==> src/rtl/dmem_pkg.sv <==
// Shared encodings for the data-memory request arbiter: access sizes, arbiter
// states and the byte-lane shift helper.
package dmem_pkg;

  typedef enum logic [1:0] {
    SZ_BYTE    = 2'b00,
    SZ_HALF    = 2'b01,
    SZ_WORD    = 2'b10,
    SZ_ILLEGAL = 2'b11
  } dmem_size_e;

  typedef enum logic [1:0] {
    IDLE = 2'b00,
    REQ  = 2'b01,
    RESP = 2'b10,
    ERR  = 2'b11
  } dmem_state_e;

  // Bit distance between byte lane 0 and the lane selected by addr[1:0].
  function automatic logic [4:0] lane_shift(input logic [1:0] addr_lo);
    return {addr_lo, 3'b000};
  endfunction

endpackage

==> src/rtl/dmem_lsu_align.sv <==
// Combinational lane logic: byte enables, misalignment detection, store-data
// lane shift and load-data extraction for one access.
module dmem_lsu_align
  import dmem_pkg::*;
(
  input  logic [1:0]  size_i,
  input  logic [1:0]  addr_lo_i,
  input  logic [31:0] wdata_i,
  input  logic [31:0] rdata_i,
  output logic [3:0]  be_o,
  output logic        misaligned_o,
  output logic [31:0] wdata_o,
  output logic [31:0] rdata_o
);

  logic [31:0] rdata_sh;

  always_comb begin
    be_o         = '0;
    misaligned_o = 1'b0;
    rdata_o      = '0;
    rdata_sh     = rdata_i >> lane_shift(addr_lo_i);
    case (dmem_size_e'(size_i))
      SZ_BYTE: begin
        be_o    = 4'b0001 << addr_lo_i;
        rdata_o = {24'h0, rdata_sh[7:0]};
      end
      SZ_HALF: begin
        be_o         = 4'b0011 << addr_lo_i;
        misaligned_o = addr_lo_i[0];
        rdata_o      = {16'h0, rdata_sh[15:0]};
      end
      SZ_WORD: begin
        be_o         = 4'b1111;
        misaligned_o = |addr_lo_i;
        rdata_o      = rdata_sh;
      end
      default: misaligned_o = 1'b1;
    endcase
  end

  assign wdata_o = wdata_i << lane_shift(addr_lo_i);

endmodule

==> src/rtl/dmem_req_arbiter.sv <==
// Two-master arbiter for the single data-memory port: picks a winner, runs one
// aligned bus transaction at a time and routes the response back to it.
module dmem_req_arbiter
  import dmem_pkg::*;
#(
  parameter bit RR_EN = 1'b1
) (
  input  logic        clk_i,
  input  logic        rst_ni,
  input  logic        m0_req_i,
  input  logic        m0_we_i,
  input  logic [1:0]  m0_size_i,
  input  logic [31:0] m0_addr_i,
  input  logic [31:0] m0_wdata_i,
  output logic        m0_gnt_o,
  output logic        m0_rvalid_o,
  output logic [31:0] m0_rdata_o,
  output logic        m0_err_o,
  input  logic        m1_req_i,
  input  logic        m1_we_i,
  input  logic [1:0]  m1_size_i,
  input  logic [31:0] m1_addr_i,
  input  logic [31:0] m1_wdata_i,
  output logic        m1_gnt_o,
  output logic        m1_rvalid_o,
  output logic [31:0] m1_rdata_o,
  output logic        m1_err_o,
  output logic        data_req_o,
  output logic        data_we_o,
  output logic [3:0]  data_be_o,
  output logic [31:0] data_addr_o,
  output logic [31:0] data_wdata_o,
  input  logic        data_gnt_i,
  input  logic        data_rvalid_i,
  input  logic [31:0] data_rdata_i,
  input  logic        data_err_i
);

  dmem_state_e state_q, state_d;
  logic        win_q, win_d;    // 0: m0 owns the transaction, 1: m1
  logic        prio_q, prio_d;  // 1: m1 wins a tie under round-robin
  logic        we_q, we_d;
  logic [1:0]  size_q, size_d;
  logic [31:0] addr_q, addr_d;
  logic [31:0] wdata_q, wdata_d;

  logic        pick_m1;
  logic        sel_we;
  logic [1:0]  sel_size;
  logic [31:0] sel_addr;
  logic [31:0] sel_wdata;

  logic [1:0]  al_size;
  logic [1:0]  al_addr_lo;
  logic [3:0]  al_be;
  logic        al_misaligned;
  logic [31:0] al_wdata;
  logic [31:0] al_rdata;

  logic        gnt_w;
  logic        rvalid_w;
  logic        err_w;
  logic [31:0] rdata_w;

  assign pick_m1   = m1_req_i & (~m0_req_i | (RR_EN & prio_q));
  assign sel_we    = pick_m1 ? m1_we_i    : m0_we_i;
  assign sel_size  = pick_m1 ? m1_size_i  : m0_size_i;
  assign sel_addr  = pick_m1 ? m1_addr_i  : m0_addr_i;
  assign sel_wdata = pick_m1 ? m1_wdata_i : m0_wdata_i;

  // One lane unit serves both phases: in IDLE it screens the candidate for
  // misalignment, afterwards it works on the latched transaction.
  assign al_size    = (state_q == IDLE) ? sel_size      : size_q;
  assign al_addr_lo = (state_q == IDLE) ? sel_addr[1:0] : addr_q[1:0];

  dmem_lsu_align u_align (
    .size_i       (al_size),
    .addr_lo_i    (al_addr_lo),
    .wdata_i      (wdata_q),
    .rdata_i      (data_rdata_i),
    .be_o         (al_be),
    .misaligned_o (al_misaligned),
    .wdata_o      (al_wdata),
    .rdata_o      (al_rdata)
  );

  always_ff @(posedge clk_i or negedge rst_ni) begin
    if (!rst_ni) begin
      state_q <= IDLE;
      win_q   <= 1'b0;
      prio_q  <= 1'b0;
      we_q    <= 1'b0;
      size_q  <= '0;
      addr_q  <= '0;
      wdata_q <= '0;
    end else begin
      state_q <= state_d;
      win_q   <= win_d;
      prio_q  <= prio_d;
      we_q    <= we_d;
      size_q  <= size_d;
      addr_q  <= addr_d;
      wdata_q <= wdata_d;
    end
  end

  always_comb begin
    state_d      = state_q;
    win_d        = win_q;
    prio_d       = prio_q;
    we_d         = we_q;
    size_d       = size_q;
    addr_d       = addr_q;
    wdata_d      = wdata_q;
    data_req_o   = 1'b0;
    data_we_o    = 1'b0;
    data_be_o    = '0;
    data_addr_o  = '0;
    data_wdata_o = '0;
    gnt_w        = 1'b0;
    rvalid_w     = 1'b0;
    err_w        = 1'b0;
    rdata_w      = '0;
    case (state_q)
      IDLE: begin
        if (m0_req_i | m1_req_i) begin
          win_d   = pick_m1;
          prio_d  = ~pick_m1;
          we_d    = sel_we;
          size_d  = sel_size;
          addr_d  = sel_addr;
          wdata_d = sel_wdata;
          state_d = al_misaligned ? ERR : REQ;
        end
      end
      REQ: begin
        data_req_o   = 1'b1;
        data_we_o    = we_q;
        data_be_o    = al_be;
        data_addr_o  = {addr_q[31:2], 2'b00};
        data_wdata_o = al_wdata;
        if (data_gnt_i) begin
          gnt_w   = 1'b1;
          state_d = RESP;
        end
      end
      RESP: begin
        if (data_rvalid_i) begin
          rvalid_w = 1'b1;
          err_w    = data_err_i;
          rdata_w  = al_rdata;
          state_d  = IDLE;
        end
      end
      ERR: begin
        gnt_w    = 1'b1;
        rvalid_w = 1'b1;
        err_w    = 1'b1;
        state_d  = IDLE;
      end
      default: state_d = IDLE;
    endcase
  end

  assign m0_gnt_o    = gnt_w & ~win_q;
  assign m0_rvalid_o = rvalid_w & ~win_q;
  assign m0_err_o    = err_w & ~win_q;
  assign m0_rdata_o  = win_q ? '0 : rdata_w;
  assign m1_gnt_o    = gnt_w & win_q;
  assign m1_rvalid_o = rvalid_w & win_q;
  assign m1_err_o    = err_w & win_q;
  assign m1_rdata_o  = win_q ? rdata_w : '0;

endmodule
==> config.mk <==
export PLATFORM = sky130hd
export DESIGN_NAME = dmem_req_arbiter
export DESIGN_NICKNAME = d
export VERILOG_FILES = /design/src/rtl/dmem_pkg.sv /design/src/rtl/dmem_lsu_align.sv /design/src/rtl/dmem_req_arbiter.sv
export SDC_FILE = /design/constraint.sdc
export NUM_CORES = 1
export LEC_CHECK = 0
export BUFFER_PORTS_ARGS = -buffer_cell sky130_fd_sc_hd__buf_2
export CAP_MARGIN = 20
export CORE_AREA = 2 2 121 123
export CTS_CLUSTER_SIZE = 25
export DETAILED_ROUTE_END_ITERATION = 6
export DIE_AREA = 0 0 123 125
export GPL_ROUTABILITY_DRIVEN = 0
export PLACE_DENSITY = 0.73
export SYNTH_ARGS = -nofsm -noshare
export SYNTH_HDL_FRONTEND = slang
export SYNTH_HIERARCHICAL = 1
export SYNTH_SLANG_ARGS = --single-unit
==> constraint.sdc <==
create_clock -name clk_i -period 2.8 [get_ports clk_i]
set_input_delay 0.28 -clock clk_i [delete_from_list [all_inputs] [get_ports clk_i]]
set_output_delay 0.28 -clock clk_i [all_outputs]
set_load 0.01 [all_outputs]
Word level (Yosys, flattened, before mapping):

Index checks and enable logic that the tools add are counted.

* register bits: 71
* input bits: 173
* output and inout bits: 140
* logic and storage cells: 65

* equality and inequality tests: 8
* shifts and indexed selects: 4
* mux-type cells: 29
* bitwise logic cells: 12
* reductions and logical operators: 5

Operators by type and width (number)
* 32-bit 2-to-1 mux: 8
* 32-bit case mux with 3 select lines: 1
* 32-bit by 5-bit << shifter with 32-bit output: 1
* 32-bit by 5-bit right shift with 32-bit output: 1
* 2-bit 2-to-1 mux: 7
* 4-bit case mux with 3 select lines: 1
* 2-bit case mux with 4 select lines: 1
* 1-bit AND: 7
* 2-bit == test (second input constant): 3
* 1-bit 2-to-1 mux: 6
* 1-bit case mux with 2 select lines: 3
* 2-bit by 1-bit == test with 1-bit output (second input constant): 2
* 2-bit logical NOT: 2
* 4-bit 2-to-1 mux: 1
* 2-bit inequality test (second input constant): 2
* 1-bit by 2-bit << shifter with 4-bit output (first input constant): 1
* 2-bit by 2-bit << shifter with 4-bit output (first input constant): 1
* 1-bit inverter: 3
* 1-bit case mux with 3 select lines: 1
* 3-bit AND reduction: 1
* 2-bit by 1-bit inequality test with 1-bit output (second input constant): 1
* 1-bit bitwise OR: 2
* 2-bit AND reduction: 1
* 2-bit OR reduction: 1

Depth between registers and ports, before layout:

* word-level depth: 10
* depth in mapped cells: 12

By module:

Netlist, hierarchy kept.

Modules (own cells, without submodules)
* dmem_req_arbiter: times used 1, cells an instance 429, area an instance 4230.3 µm², sequential area each 1776.7 µm²
* dmem_lsu_align: times used 1, cells an instance 184, area an instance 1275.0 µm², sequential area each 0.0 µm²

Worst setup path after synthesis:

OpenSTA, ideal clock, no wires.

* path kind: reg2out
* start point: register state_q[0]
* end point: output port m0_rdata_o[14]
* data arrival time: 2208 ps
* setup slack: 312 ps
* stages on the path, launching flop included: 12
* cell sequence: dfrtp_1 -> nor2_4 -> buf_6 -> buf_2 -> buf_4 -> nor2_1 -> a31oi_1 -> buf_4 -> buf_6 -> a211oi_1 -> a211oi_1 -> and2_1

* cells in the longest elaborated chain, start to end: 7
* elaborated cells between the ends (all ways): 12
* classes of those cells: eq/ne (3); shift (1); mux (6); reduce/logical (2)

RTL lines
* from (decl): line dmem_req_arbiter.sv:39 `dmem_state_e state_q, state_d;`
* from (signal assigned): line dmem_req_arbiter.sv:97 `state_q <= state_d;`
* 2-bit logical NOT: line dmem_req_arbiter.sv:74 `assign al_addr_lo = (state_q == IDLE) ? sel_addr[1:0] : addr_q[1:0];`
* 2-bit 2-to-1 mux: line dmem_req_arbiter.sv:74
* via al_addr_lo[1]: line dmem_req_arbiter.sv:54 `logic [1:0] al_addr_lo;`
* 32-bit by 5-bit right shift with 32-bit output: line dmem_lsu_align.sv:22 `rdata_sh = rdata_i >> lane_shift(addr_lo_i);`
* 32-bit case mux with 3 select lines: line dmem_lsu_align.sv:23 `case (dmem_size_e'(size_i))`
* via al_rdata[14]: line dmem_req_arbiter.sv:58 `logic [31:0] al_rdata;`
* 32-bit 2-to-1 mux: line dmem_req_arbiter.sv:148 `if (data_rvalid_i) begin`
* 32-bit 2-to-1 mux: line dmem_req_arbiter.sv:124 `case (state_q)`
* 32-bit 2-to-1 mux: line dmem_req_arbiter.sv:168 `assign m0_rdata_o = win_q ? '0 : rdata_w;`
* to (decl): line dmem_req_arbiter.sv:17 `output logic [31:0] m0_rdata_o,`

The timed path passes the listed nets, and every way through them passes these cells.

Worst setup path in the final report:

* start point: register prio_q
* end point: output port m1_rdata_o[11]

* cells in the longest elaborated chain, start to end: 9
* elaborated cells between the ends (all ways): 14
* classes of those cells: eq/ne (2); shift (1); mux (8); bitwise (2); reduce/logical (1)

RTL lines
* from (decl): line dmem_req_arbiter.sv:41 `logic prio_q, prio_d;`
* from (signal assigned): line dmem_req_arbiter.sv:99 `prio_q <= prio_d;`
* 1-bit bitwise OR: line dmem_req_arbiter.sv:65 `assign pick_m1 = m1_req_i & (~m0_req_i | (RR_EN & prio_q));`
* 1-bit AND: line dmem_req_arbiter.sv:65
* 32-bit 2-to-1 mux: line dmem_req_arbiter.sv:68 `assign sel_addr = pick_m1 ? m1_addr_i : m0_addr_i;`
* 2-bit 2-to-1 mux: line dmem_req_arbiter.sv:74
* via al_addr_lo[1]: line dmem_req_arbiter.sv:54
* 32-bit by 5-bit right shift with 32-bit output: line dmem_lsu_align.sv:22
* 32-bit case mux with 3 select lines: line dmem_lsu_align.sv:23
* via al_rdata[11]: line dmem_req_arbiter.sv:58
* 32-bit 2-to-1 mux: line dmem_req_arbiter.sv:148
* 32-bit 2-to-1 mux: line dmem_req_arbiter.sv:124
* 32-bit 2-to-1 mux: line dmem_req_arbiter.sv:172 `assign m1_rdata_o = win_q ? rdata_w : '0;`
* to (decl): line dmem_req_arbiter.sv:26 `output logic [31:0] m1_rdata_o,`

The timed path passes the listed nets, and every way through them passes these cells.

==> results.cfg <==
[outcome]
status = finished, final reports clean

[power]
power.leakage_nw = 4.14
total_power_mw = 8.33
vdd_ir_drop_max_v = 0.000507
power_per_cell_area_nw_per_um2 = 1110

[sta]
final.min_clock_period_ns = 2.75
post-route-worst-setup-slack_ns = 0.0495
setup_viol_count_final = 0
min_period_over_period = 0.982
report.final.slew_viol_count = 0
finalHoldViolCount = 0
skew_ns = 0.00778
tightestPinTransition_ns = 0.883
hold_ws_ns = 0.0629
grt_setup_unrepaired = true
maxSlewHeadroom = 0.411
max_freq_ghz = 0.364

[synth]
synth.ff_latch_count = 71
avgSynthCellArea_um2 = 8.98
seq_area_frac_synth = 0.323
synth_area_um2 = 5510
synthArstFlopShare = 1.00
synth-edff-count = 0
number_of_warnings_reported_in_the_yosys_synthesis_log = 6
synthCells = 613
count_of_different_cell_masters_after_synthesis = 40
yosys_most_used_dff = sky130_fd_sc_hd__dfrtp_1

[cts]
h-tree-depth = 3
cts.reportedPaths.clkPinSlew_ns = 0.06
clock_latency_ns = 0.33
cts.sinks = 71
cts_hold_repair.buffers = 0
cts_tree = yes
cts.root.buffer_cell = sky130_fd_sc_hd__clkbuf_16
tritoncts.num_buffers = 9
clockBufferDepth = 2

[routing]
first_pass_iters = 4
drtIter0Drc = 293
detail_route.vias_per_cell = 5.39
routed_wirelength_um = 19600
detail_route.drc_violations = 0
detailroute.via_count = 5824
ant_nets = 0
drt-wirelength-per-cell_um = 18.1

[die]
ios = 313
die_height_um = 125
die_w_um = 123
initial_core_util = 0.388
design.die.area_um2 = 15400
core_region_area_um2 = 14200
rows = 44

[grt]
grt_pass1_vias = 5562
grt_max_degree = 72
global_route_wire_length_before_repair_um = 29300
grt_overflow = 0
initial_antenna_violation_count = 1
grt.total_usage = 0.243

[worst_setup_path]
crit_arrival_ns = 2.47
cp_data_required_time_ns = 2.52
critical_path.max_fanout = 35
critPathMaxStageDelay_ns = 0.44
slowest_stage = sky130_fd_sc_hd__dfrtp_2
critPathKind = reg2out
worst_setup_path_start_kind = register
cp_cell_sequence = nor2b_2 -> o21ai_1 -> a31oi_4 -> buf_12 -> buf_16 -> nor2b_1 -> a211oi_1 -> a211oi_2 -> and2_1 -> buf_2
crit_path_capture_type = output pin

[final_layout]
num-fill-cells = 1395
layout-drive-gt1-share = 0.421
finish.utilization = 0.528
leading_cell_type_in_the_layout_fill_and_taps_excluded = sky130_fd_sc_hd__buf_2
finish.cell_count_without_fillers = 1081
multi_input_comb_area_um2 = 3390
design.final.nets = 1064
layout_common_cells = 309 x sky130_fd_sc_hd__buf_2, 145 x sky130_fd_sc_hd__and2_1, 68 x sky130_fd_sc_hd__dfrtp_1
layout.area.seq_um2 = 1780
area_growth_pct = 36.3

[placement]
port_buffers = 310
post-place-cells = 1059
dp_hpwl_um = 14400
place_ws_ns = 0.190

[min_path]
hold_path_class = in2async

[job]
cap_viol_max_count = 0
[registers in the layout, summed over array words and instances, names as in the netlist]
signal / flops
addr_q: 32
wdata_q: 32
size_q: 2
state_q: 2
prio_q: 1
we_q: 1
win_q: 1
[cell type report]
| type | count | area share |
|---|---|---|
| repair buffers | 330 | 0.239 |
| clock inverters | 3 | 0.00567 |
| multi-input cells | 477 | 0.452 |
| well taps | 184 | 0.0307 |
| clock buffers | 13 | 0.0333 |
| flip-flops and latches | 71 | 0.237 |
| diodes | 1 | 0.000333 |
| inverters | 2 | 0.00100 |
[logic make-up after synthesis]
| group | Yosys count | synth area share |
|---|---|---|
| AO/OA/AOI/OAI | 140 | 0.205 |
| buffers and inverters | 67 | 0.0839 |
| XOR/XNOR | 1 | 0.00159 |
| multiplexers | 33 | 0.0600 |
| flip-flops | 71 | 0.323 |
| AND/OR/NAND/NOR | 300 | 0.326 |
| other | 1 | 0.000681 |
[worst max-delay path, delay by kind of cell, from the launching register on]
family	cells	cell delay, ns
buffers and inverters	3	0.52
and+or+nand+nor	3	0.42
AOI/OAI and AO/OA	4	0.74
DFF	1	0.44
[power by group]
group / total (mW) / switching (mW) / internal, mW
registers: 1.99 / 0.453 / 1.54
logic: 5.21 / 2.84 / 2.37
clock network: 1.12 / 0.412 / 0.713
[path summary, 6_finish.rpt]
kind,from,to,slack [ns],cells past startpoint
max,prio_q,m1_rdata_o[11],0.05,10
min,rst_ni,addr_q[18],0.06,1
max reg2reg,state_q[1],wdata_q[2],0.27,5
min reg2reg,we_q,we_q,0.50,1
max in group asynchronous,rst_ni,prio_q,2.09,1
min in group clk_i,m1_wdata_i[3],wdata_q[3],0.17,2
[synthesized netlist by cell type, types with 4 or more instances]
library cell | n | area [µm²]
sky130_fd_sc_hd__a211oi_1 | 23 | 173
sky130_fd_sc_hd__a21oi_1 | 14 | 70.1
sky130_fd_sc_hd__a221o_1 | 64 | 641
sky130_fd_sc_hd__a31oi_1 | 8 | 50.1
sky130_fd_sc_hd__and2_1 | 148 | 926
sky130_fd_sc_hd__and3_1 | 63 | 394
sky130_fd_sc_hd__buf_2 | 9 | 45.0
sky130_fd_sc_hd__buf_4 | 7 | 52.6
sky130_fd_sc_hd__buf_6 | 23 | 259
sky130_fd_sc_hd__clkbuf_1 | 25 | 93.8
sky130_fd_sc_hd__dfrtp_1 | 71 | 1780
sky130_fd_sc_hd__mux2i_1 | 33 | 330
sky130_fd_sc_hd__nand2_1 | 11 | 41.3
sky130_fd_sc_hd__nand2b_1 | 13 | 81.3
sky130_fd_sc_hd__nand3_1 | 4 | 20.0
sky130_fd_sc_hd__nor2_1 | 31 | 116
sky130_fd_sc_hd__nor2b_1 | 20 | 125
sky130_fd_sc_hd__o21ai_0 | 6 | 30.0
sky130_fd_sc_hd__o21ai_1 | 9 | 45.0
sky130_fd_sc_hd__o22ai_1 | 8 | 50.1
[what timing repair did]
action                                  4_1_cts  5_1_grt
gates resized for setup                       7       20
endpoints found under the setup margin       30       92
pin swaps                                     1        2
cloned                                        1        1
buffers inserted                              2        1
[per-stage QoR]
stage	setup TNS, ns	cell area (µm²)
after floorplan	0	5510
after global placement	0	7070
after detailed placement	0	7070
after CTS	-0.0729	7410
after global routing	-0.295	7500
final	0	7500
[routing by layer]
layer / GRT usage / up-vias / routed length, µm
li1: - / 2781 / -
met1: 0.281 / 2728 / 7430
met2: 0.431 / 273 / 9860
met3: 0.0525 / 42 / 1560
met4: 0.101 / 0 / 713
met5: 0 / - / 0
(Power assumes the default switching activity.)
